**config.mk**
```make
export PLATFORM = sky130hd
export DESIGN_NAME = fir_serial_scheduler
export DESIGN_NICKNAME = d
export VERILOG_FILES = /design/src/rtl/fir_sched_pkg.sv /design/src/rtl/fir_sample_ring.sv /design/src/rtl/fir_serial_scheduler.sv
export SDC_FILE = /design/constraint.sdc
export NUM_CORES = 1
export LEC_CHECK = 0
export CORE_UTILIZATION = 65
export DETAILED_ROUTE_END_ITERATION = 10
export PLACE_DENSITY = 0.92
export SLEW_MARGIN = 5
export SYNTH_ARGS = -nofsm -noshare
export SYNTH_HDL_FRONTEND = slang
export SYNTH_SLANG_ARGS = --single-unit
```
**constraint.sdc**
```tcl
create_clock -name clk -period 16.7 [get_ports clk]
set_input_delay 1.67 -clock clk [delete_from_list [all_inputs] [get_ports clk]]
set_output_delay 1.67 -clock clk [all_outputs]
set_load 0.02 [all_outputs]
```
**src/rtl/fir_sched_pkg.sv**
```systemverilog
`default_nettype none
// ============================================================================
// Module   : fir_sched_pkg
// Brief    : Shared types, default widths and index helper for the serial FIR.
// Revision : 1.0 - initial release
// ============================================================================
package fir_sched_pkg;

  localparam int C_DATA_W   = 12;
  localparam int C_COEF_W   = 12;
  localparam int C_NUM_TAPS = 20;
  localparam int C_ACC_W    = 29;

  typedef enum logic [1:0] {
    S_IDLE = 2'd0,
    S_MAC  = 2'd1,
    S_OUT  = 2'd2
  } state_t;

  // (idx - dec) mod n for idx, dec < n; n need not be a power of two.
  function automatic int unsigned mod_sub(input int unsigned idx,
                                          input int unsigned dec,
                                          input int unsigned n);
    if (idx >= dec) begin
      return idx - dec;
    end
    return idx + n - dec;
  endfunction

endpackage
`default_nettype wire

```
**src/rtl/fir_sample_ring.sv**
```systemverilog
`default_nettype none
// ============================================================================
// Module   : fir_sample_ring
// Brief    : NUM_TAPS x DATA_W sample delay line, one write port, async read.
// Revision : 1.0 - initial release
// ============================================================================
module fir_sample_ring #(
  parameter int DATA_W   = 12,
  parameter int NUM_TAPS = 20,
  parameter int AW       = $clog2(NUM_TAPS)
) (
  input  logic              clk,
  input  logic              rst_n,
  input  logic              we,
  input  logic [AW-1:0]     waddr,
  input  logic [DATA_W-1:0] wdata,
  input  logic [AW-1:0]     raddr,
  output logic [DATA_W-1:0] rdata
);

  logic [DATA_W-1:0] mem_q [NUM_TAPS];

  // History is wiped on reset so a fresh run starts from an all-zero line.
  always_ff @(posedge clk or negedge rst_n) begin
    if (!rst_n) begin
      for (int i = 0; i < NUM_TAPS; i++) begin
        mem_q[i] <= '0;
      end
    end else if (we && (32'(waddr) < NUM_TAPS)) begin
      mem_q[waddr] <= wdata;
    end
  end

  assign rdata = (32'(raddr) < NUM_TAPS) ? mem_q[raddr] : '0;

endmodule
`default_nettype wire

```
**src/rtl/fir_serial_scheduler.sv**
```systemverilog
`default_nettype none
// ============================================================================
// Module   : fir_serial_scheduler
// Brief    : Time-multiplexed FIR: one multiplier/accumulator, one tap/cycle.
// Revision : 1.0 - initial release
// ============================================================================
module fir_serial_scheduler
  import fir_sched_pkg::*;
#(
  parameter int DATA_W   = C_DATA_W,
  parameter int COEF_W   = C_COEF_W,
  parameter int NUM_TAPS = C_NUM_TAPS,
  parameter int ACC_W    = C_ACC_W,
  parameter int TAP_AW   = $clog2(NUM_TAPS)
) (
  input  logic              clk,
  input  logic              rst_n,
  input  logic              in_valid,
  output logic              in_ready,
  input  logic [DATA_W-1:0] in_data,
  input  logic              coef_we,
  input  logic [TAP_AW-1:0] coef_addr,
  input  logic [COEF_W-1:0] coef_wdata,
  output logic              out_valid,
  input  logic              out_ready,
  output logic [ACC_W-1:0]  out_data,
  output logic              busy,
  output logic              cfg_err
);

  localparam int                PROD_W     = DATA_W + COEF_W;
  localparam logic [TAP_AW-1:0] C_LAST_TAP = TAP_AW'(NUM_TAPS - 1);

  state_t                    state_q,    state_d;
  logic [TAP_AW-1:0]         k_q,        k_d;
  logic [TAP_AW-1:0]         wr_ptr_q,   wr_ptr_d;
  logic signed [ACC_W-1:0]   acc_q,      acc_d;
  logic [ACC_W-1:0]          out_data_q, out_data_d;
  logic                      cfg_err_q,  cfg_err_d;
  logic signed [COEF_W-1:0]  coef_q [NUM_TAPS];
  logic signed [COEF_W-1:0]  coef_d [NUM_TAPS];

  logic                      ring_we;
  logic [TAP_AW-1:0]         rd_idx;
  logic [DATA_W-1:0]         ring_rd;
  logic signed [PROD_W-1:0]  prod;
  logic signed [ACC_W-1:0]   prod_ext;
  logic signed [ACC_W-1:0]   acc_sum;
  logic                      coef_addr_ok;
  logic                      coef_wr_ok;

  fir_sample_ring #(
    .DATA_W   (DATA_W),
    .NUM_TAPS (NUM_TAPS),
    .AW       (TAP_AW)
  ) u_ring (
    .clk   (clk),
    .rst_n (rst_n),
    .we    (ring_we),
    .waddr (wr_ptr_q),
    .wdata (in_data),
    .raddr (rd_idx),
    .rdata (ring_rd)
  );

  // Tap k reads the sample k positions older than the newest one at wr_ptr.
  assign rd_idx   = TAP_AW'(mod_sub(32'(wr_ptr_q), 32'(k_q), NUM_TAPS));
  assign prod     = PROD_W'($signed(ring_rd)) * PROD_W'(coef_q[k_q]);
  assign prod_ext = ACC_W'(prod);
  assign acc_sum  = acc_q + prod_ext;

  assign coef_addr_ok = (32'(coef_addr) < NUM_TAPS);
  assign coef_wr_ok   = coef_we && coef_addr_ok && (state_q == S_IDLE);

  always_comb begin
    state_d    = state_q;
    k_d        = k_q;
    wr_ptr_d   = wr_ptr_q;
    acc_d      = acc_q;
    out_data_d = out_data_q;
    cfg_err_d  = cfg_err_q;
    coef_d     = coef_q;
    ring_we    = 1'b0;

    // A write in the accept cycle lands before tap 0 is read on the next edge.
    if (coef_wr_ok) begin
      coef_d[coef_addr] = coef_wdata;
    end
    if (coef_we && !coef_wr_ok) begin
      cfg_err_d = 1'b1;
    end

    case (state_q)
      S_IDLE: begin
        if (in_valid) begin
          ring_we = 1'b1;
          acc_d   = '0;
          k_d     = '0;
          state_d = S_MAC;
        end
      end
      S_MAC: begin
        acc_d = acc_sum;
        k_d   = k_q + 1'b1;
        if (k_q == C_LAST_TAP) begin
          out_data_d = acc_sum;
          k_d        = '0;
          wr_ptr_d   = (wr_ptr_q == C_LAST_TAP) ? '0 : wr_ptr_q + 1'b1;
          state_d    = S_OUT;
        end
      end
      S_OUT: begin
        if (out_ready) begin
          state_d = S_IDLE;
        end
      end
      default: begin
        state_d = S_IDLE;
      end
    endcase
  end

  always_ff @(posedge clk or negedge rst_n) begin
    if (!rst_n) begin
      state_q    <= S_IDLE;
      k_q        <= '0;
      wr_ptr_q   <= '0;
      acc_q      <= '0;
      out_data_q <= '0;
      cfg_err_q  <= 1'b0;
      for (int i = 0; i < NUM_TAPS; i++) begin
        coef_q[i] <= '0;
      end
    end else begin
      state_q    <= state_d;
      k_q        <= k_d;
      wr_ptr_q   <= wr_ptr_d;
      acc_q      <= acc_d;
      out_data_q <= out_data_d;
      cfg_err_q  <= cfg_err_d;
      coef_q     <= coef_d;
    end
  end

  assign in_ready  = (state_q == S_IDLE);
  assign out_valid = (state_q == S_OUT);
  assign busy      = (state_q != S_IDLE);
  assign out_data  = out_data_q;
  assign cfg_err   = cfg_err_q;

endmodule
`default_nettype wire

```
==> results.md <==
Yosys:
- Among all flip-flop cells after synthesis, the most frequent one is sky130_fd_sc_hd__dfrtp_1.
- In the post-synthesis netlist, the cell with the most instances is sky130_fd_sc_hd__dfrtp_1.
- By count the netlist is led by sky130_fd_sc_hd__dfrtp_1, sky130_fd_sc_hd__mux2_2, sky130_fd_sc_hd__inv_1.
- The average instance area after synthesis is 12.81 µm².
- After Yosys synthesis, and, or, nand and nor cells account for 5.608% of the synthesized area.
- The total of flip-flops plus latches after synthesis is 551.
- The XOR/XNOR share of the synthesized area is 0.9385%.
- By area the synthesized netlist is led by sky130_fd_sc_hd__dfrtp_1, sky130_fd_sc_hd__mux2_2, sky130_fd_sc_hd__fa_1.
- The largest family of logic cells by synthesized area is multiplexers.
- The sequential element share of the synthesized area is 42.21%.
- After technology mapping, the gate count stands at 2549.
- The combined area of all synthesized cells is 32660 µm².
- Of the total synthesized cell area, the portion taken by full adders, half adders and majority gates is 14.97%.
- The distinct cell type count of the synthesized netlist is 68.
- Counting flops with a built-in enable in the synthesized netlist gives 0.
- The synthesized net count is 2861.
- Of the post-synthesis cell area, the dominant cell type holds 42.21%.
- Multiplexer cells account for 25.33% of the synthesized area.
- The synthesized design spends more area on one cell type than any other, namely sky130_fd_sc_hd__dfrtp_1.
- The proportion of synthesized flip-flops having asynchronous set or reset is 100.0%.
- The yosys synthesis warning count is 0.
- The fraction of the mapped netlist area in compound gates is 5.631%.

Critical path:
- The category of the worst setup path launch point is a flip-flop.
- The worst setup path is captured at a flip-flop.
- The kind of critical path is reg2reg.
- Setup slack on the worst reg-to-reg path comes out at 5.32 ns.
- The largest single stage delay on the critical path is 1.16 ns.
- The required time reported for the critical path endpoint is 17.17 ns.
- The endpoint arrival time on the critical path is 11.86 ns.
- The critical path's most frequent cell is sky130_fd_sc_hd__fa_1.
- The top fanout value on the critical path is 28.
- Among all stages on the critical path, the largest delay is contributed by sky130_fd_sc_hd__fa_1.

Placed design:
- The final HPWL from detailed placement is 51.93 mm.
- The routability congestion estimate is 0.9036.
- Buffers placed on the I/O ports in this run total 66.
- The setup slack after placement is 5.589 ns.

Global routing:
- The number of global-route vias before repair is 23370.
- The layer flagged by global routing as most heavily used is met2.
- For this run, global-route usage on met2 was measured as 54.85%.
- For this run, global-route usage on met3 was measured as 5.308%.
- The total routing usage reported by global routing is 32.48%.
- Entering global routing, the biggest net connects 184 pins.
- The number of antenna violations at the first check in global routing came to 1.
- The first global-routing pass estimated 126.9 mm of wire.
- The total congestion overflow is 0.
- The met1 demand-to-capacity share in global routing is 40.76%.

Clocking:
- The number of hold buffers added after CTS was 0.
- Counting every sink on the clock net gives 551.
- In this run the number of H-tree levels came out at 2.
- The CTS tree is done.
- The number of setup buffers added after CTS is 0.
- The number of clock buffers added by TritonCTS is 55.
- The tree is rooted in a sky130_fd_sc_hd__clkbuf_16.
- Clock-pin slew was measured on the worst setup and hold paths at 0.06 ns.
- For the worst-skew pair, the clock arrives at the later sink with an insertion delay of 0.65 ns.
- The buffer levels on the longest clock path is 3.
- In this run, post-CTS repair resized a total of 0 instances.

STA:
- The final critical path takes up 68.17% of the cycle.
- The final number of hold-violating endpoints is 0.
- The number of pins exceeding their max-slew limit in the final report came to 0.
- The worst clock skew on the final layout is 0.03762 ns.
- For the pin with the worst max-slew slack, the measured transition is 1.299 ns.
- The maximum clock frequency is 87.84 MHz.
- Setup repair after global routing left no endpoint under its margin.
- The shortest clock period the worst path allows after layout is 11.38 ns.
- The tightest hold margin is 0.4607 ns.
- The final critical-path setup slack is 5.316 ns.
- The worst pin sits at a relative slew slack of 13.05%.
- Setup violations remaining at the end of the flow were counted as 0.
- In the final timing run, aggregate negative setup slack is 0 ns.

Detailed routing:
- The detail route stage leaves a number of antenna-violating nets equal to 0.
- The detailed router finished its first iteration with 1516 violations.
- In the final routed layout, each cell accounts on average for 24.32 µm.
- The first detailed-routing pass took 9 iterations.
- Wires add up to 78.76 mm.
- The routed layout has 21090 vias.
- The detailed-route vias per instance is 6.511.
- After detailed routing, the number of remaining DRC violations is 2.

Min path:
- The class of the worst hold path is reg2reg.

Layout:
- The layout net count is 2840.
- Relative to the synthesized area, the layout overhead comes to 8.542%.
- The final-layout fill cell count is 3001.
- Of the cells placed in the final design, the portion with a size suffix greater than 1 is 28.48%.

Floorplan:
- The area of the die is 51150 µm².
- The die height is 226.2 µm.
- The initialized floorplan defines 81 standard-cell rows.
- The initial utilization of the core area, before any placement, comes to 66.32%.
- For this design the top-level I/O count stands at 67.
- The width of the die is 226.2 µm.
- The area of the core is 49250 µm².

Status:
- The run finished, with violations left.
- The checks that failed: DRC.

Flow run:
- Across the run, the number of max-cap violations was 0.
==> through the flow <==
stage	area [µm²]	utilization (%)	std cells
2_1_floorplan	32660	-	2549
3_3_place_gp	33640	68.29	3135
3_5_place_dp	33640	68.29	3135
4_1_cts	35450	71.97	3238
5_1_grt	35450	71.98	3238
6_report	35450	71.98	3239
==> state kept, by name (all words and copies together) (netlist names) <==
name,count
coef_q,240
u_ring.mem_q,240
acc_q,29
out_data,29
k_q,5
wr_ptr_q,5
state_q,2
cfg_err,1
==> cell usage in the layout (no fill, tap or decap), types with 6 or more instances in the layout <==
master                              n
sky130_fd_sc_hd__a211oi_1          33
sky130_fd_sc_hd__xnor2_1           28
sky130_fd_sc_hd__nand4_1            9
sky130_fd_sc_hd__dfrtp_1          549
sky130_fd_sc_hd__mux4_1             6
sky130_fd_sc_hd__and2_1            14
sky130_fd_sc_hd__a2111oi_0         23
sky130_fd_sc_hd__mux2i_1           58
sky130_fd_sc_hd__nor3_1             7
sky130_fd_sc_hd__o21ai_0           46
sky130_fd_sc_hd__ha_1              89
sky130_fd_sc_hd__nor2b_1           58
sky130_fd_sc_hd__a22o_1            22
sky130_fd_sc_hd__nand3_1            6
sky130_fd_sc_hd__a32oi_2            6
sky130_fd_sc_hd__and2b_1           10
sky130_fd_sc_hd__fa_1             188
sky130_fd_sc_hd__nand2b_1          28
sky130_fd_sc_hd__a21oi_1           25
sky130_fd_sc_hd__and3_1             6
sky130_fd_sc_hd__nor2_1            75
sky130_fd_sc_hd__a211o_1           14
sky130_fd_sc_hd__clkbuf_16         55
sky130_fd_sc_hd__clkinv_2           8
sky130_fd_sc_hd__clkbuf_1          16
sky130_fd_sc_hd__o22ai_1           13
sky130_fd_sc_hd__a21o_1            16
sky130_fd_sc_hd__nand2_1          143
sky130_fd_sc_hd__o31ai_1            9
sky130_fd_sc_hd__or2_1              6
sky130_fd_sc_hd__mux4_2            89
sky130_fd_sc_hd__buf_4             37
sky130_fd_sc_hd__clkbuf_8          12
sky130_fd_sc_hd__clkdlybuf4s50_1   65
sky130_fd_sc_hd__xor2_1             7
sky130_fd_sc_hd__inv_1            232
sky130_fd_sc_hd__mux2_2           490
==> path summary, 6_finish.rpt <==
path | cells past startpoint | start | end
max in group asynchronous | 3 | rst_n | k_q[0]
max | 26 | k_q[4] | acc_q[21]
max reg2reg | 26 | k_q[4] | acc_q[21]
min in group asynchronous | 1 | rst_n | coef_q[23]
min reg2reg | 1 | cfg_err | cfg_err
min | 1 | cfg_err | cfg_err
==> worst max-delay path: cells and delay by family, from the launching register on <==
family / cells / cell delay (ns)
AOI/OAI and AO/OA: 8 / 2.10
adders and majority gates: 8 / 4.51
xor gates and xnor gates: 1 / 0.19
buffers and inverters: 4 / 1.77
DFF: 1 / 0.84
and+or+nand+nor: 5 / 1.76
==> metal layers <==
layer,up-vias,routed length (µm)
li1,8761,-
met1,11040,29800
met2,974,39920
met3,308,5154
met4,2,3865
met5,-,18
==> kinds of logic after synthesis <==
logic type | after synthesis
compound gates | 248
xor+xnor | 35
fa+ha+maj | 278
buf+inv | 416
flops | 551
mux | 644
simple gates | 377
==> cell type report <==
type,instances,area (µm²),area share [%]
multi-input cells,1582,17170,48.44
flip-flops and latches,551,13790,38.90
clock buffers,83,1602,4.517
repair buffers,104,963.4,2.717
inverters,234,878.3,2.477
well taps,664,830.8,2.343
clock inverters,20,210.2,0.5929
diodes,1,2.502,0.007058
Power is left out: the tool's default activity adds up to more than one toggle a clock period on the data nets, which glitch-free logic cannot reach.
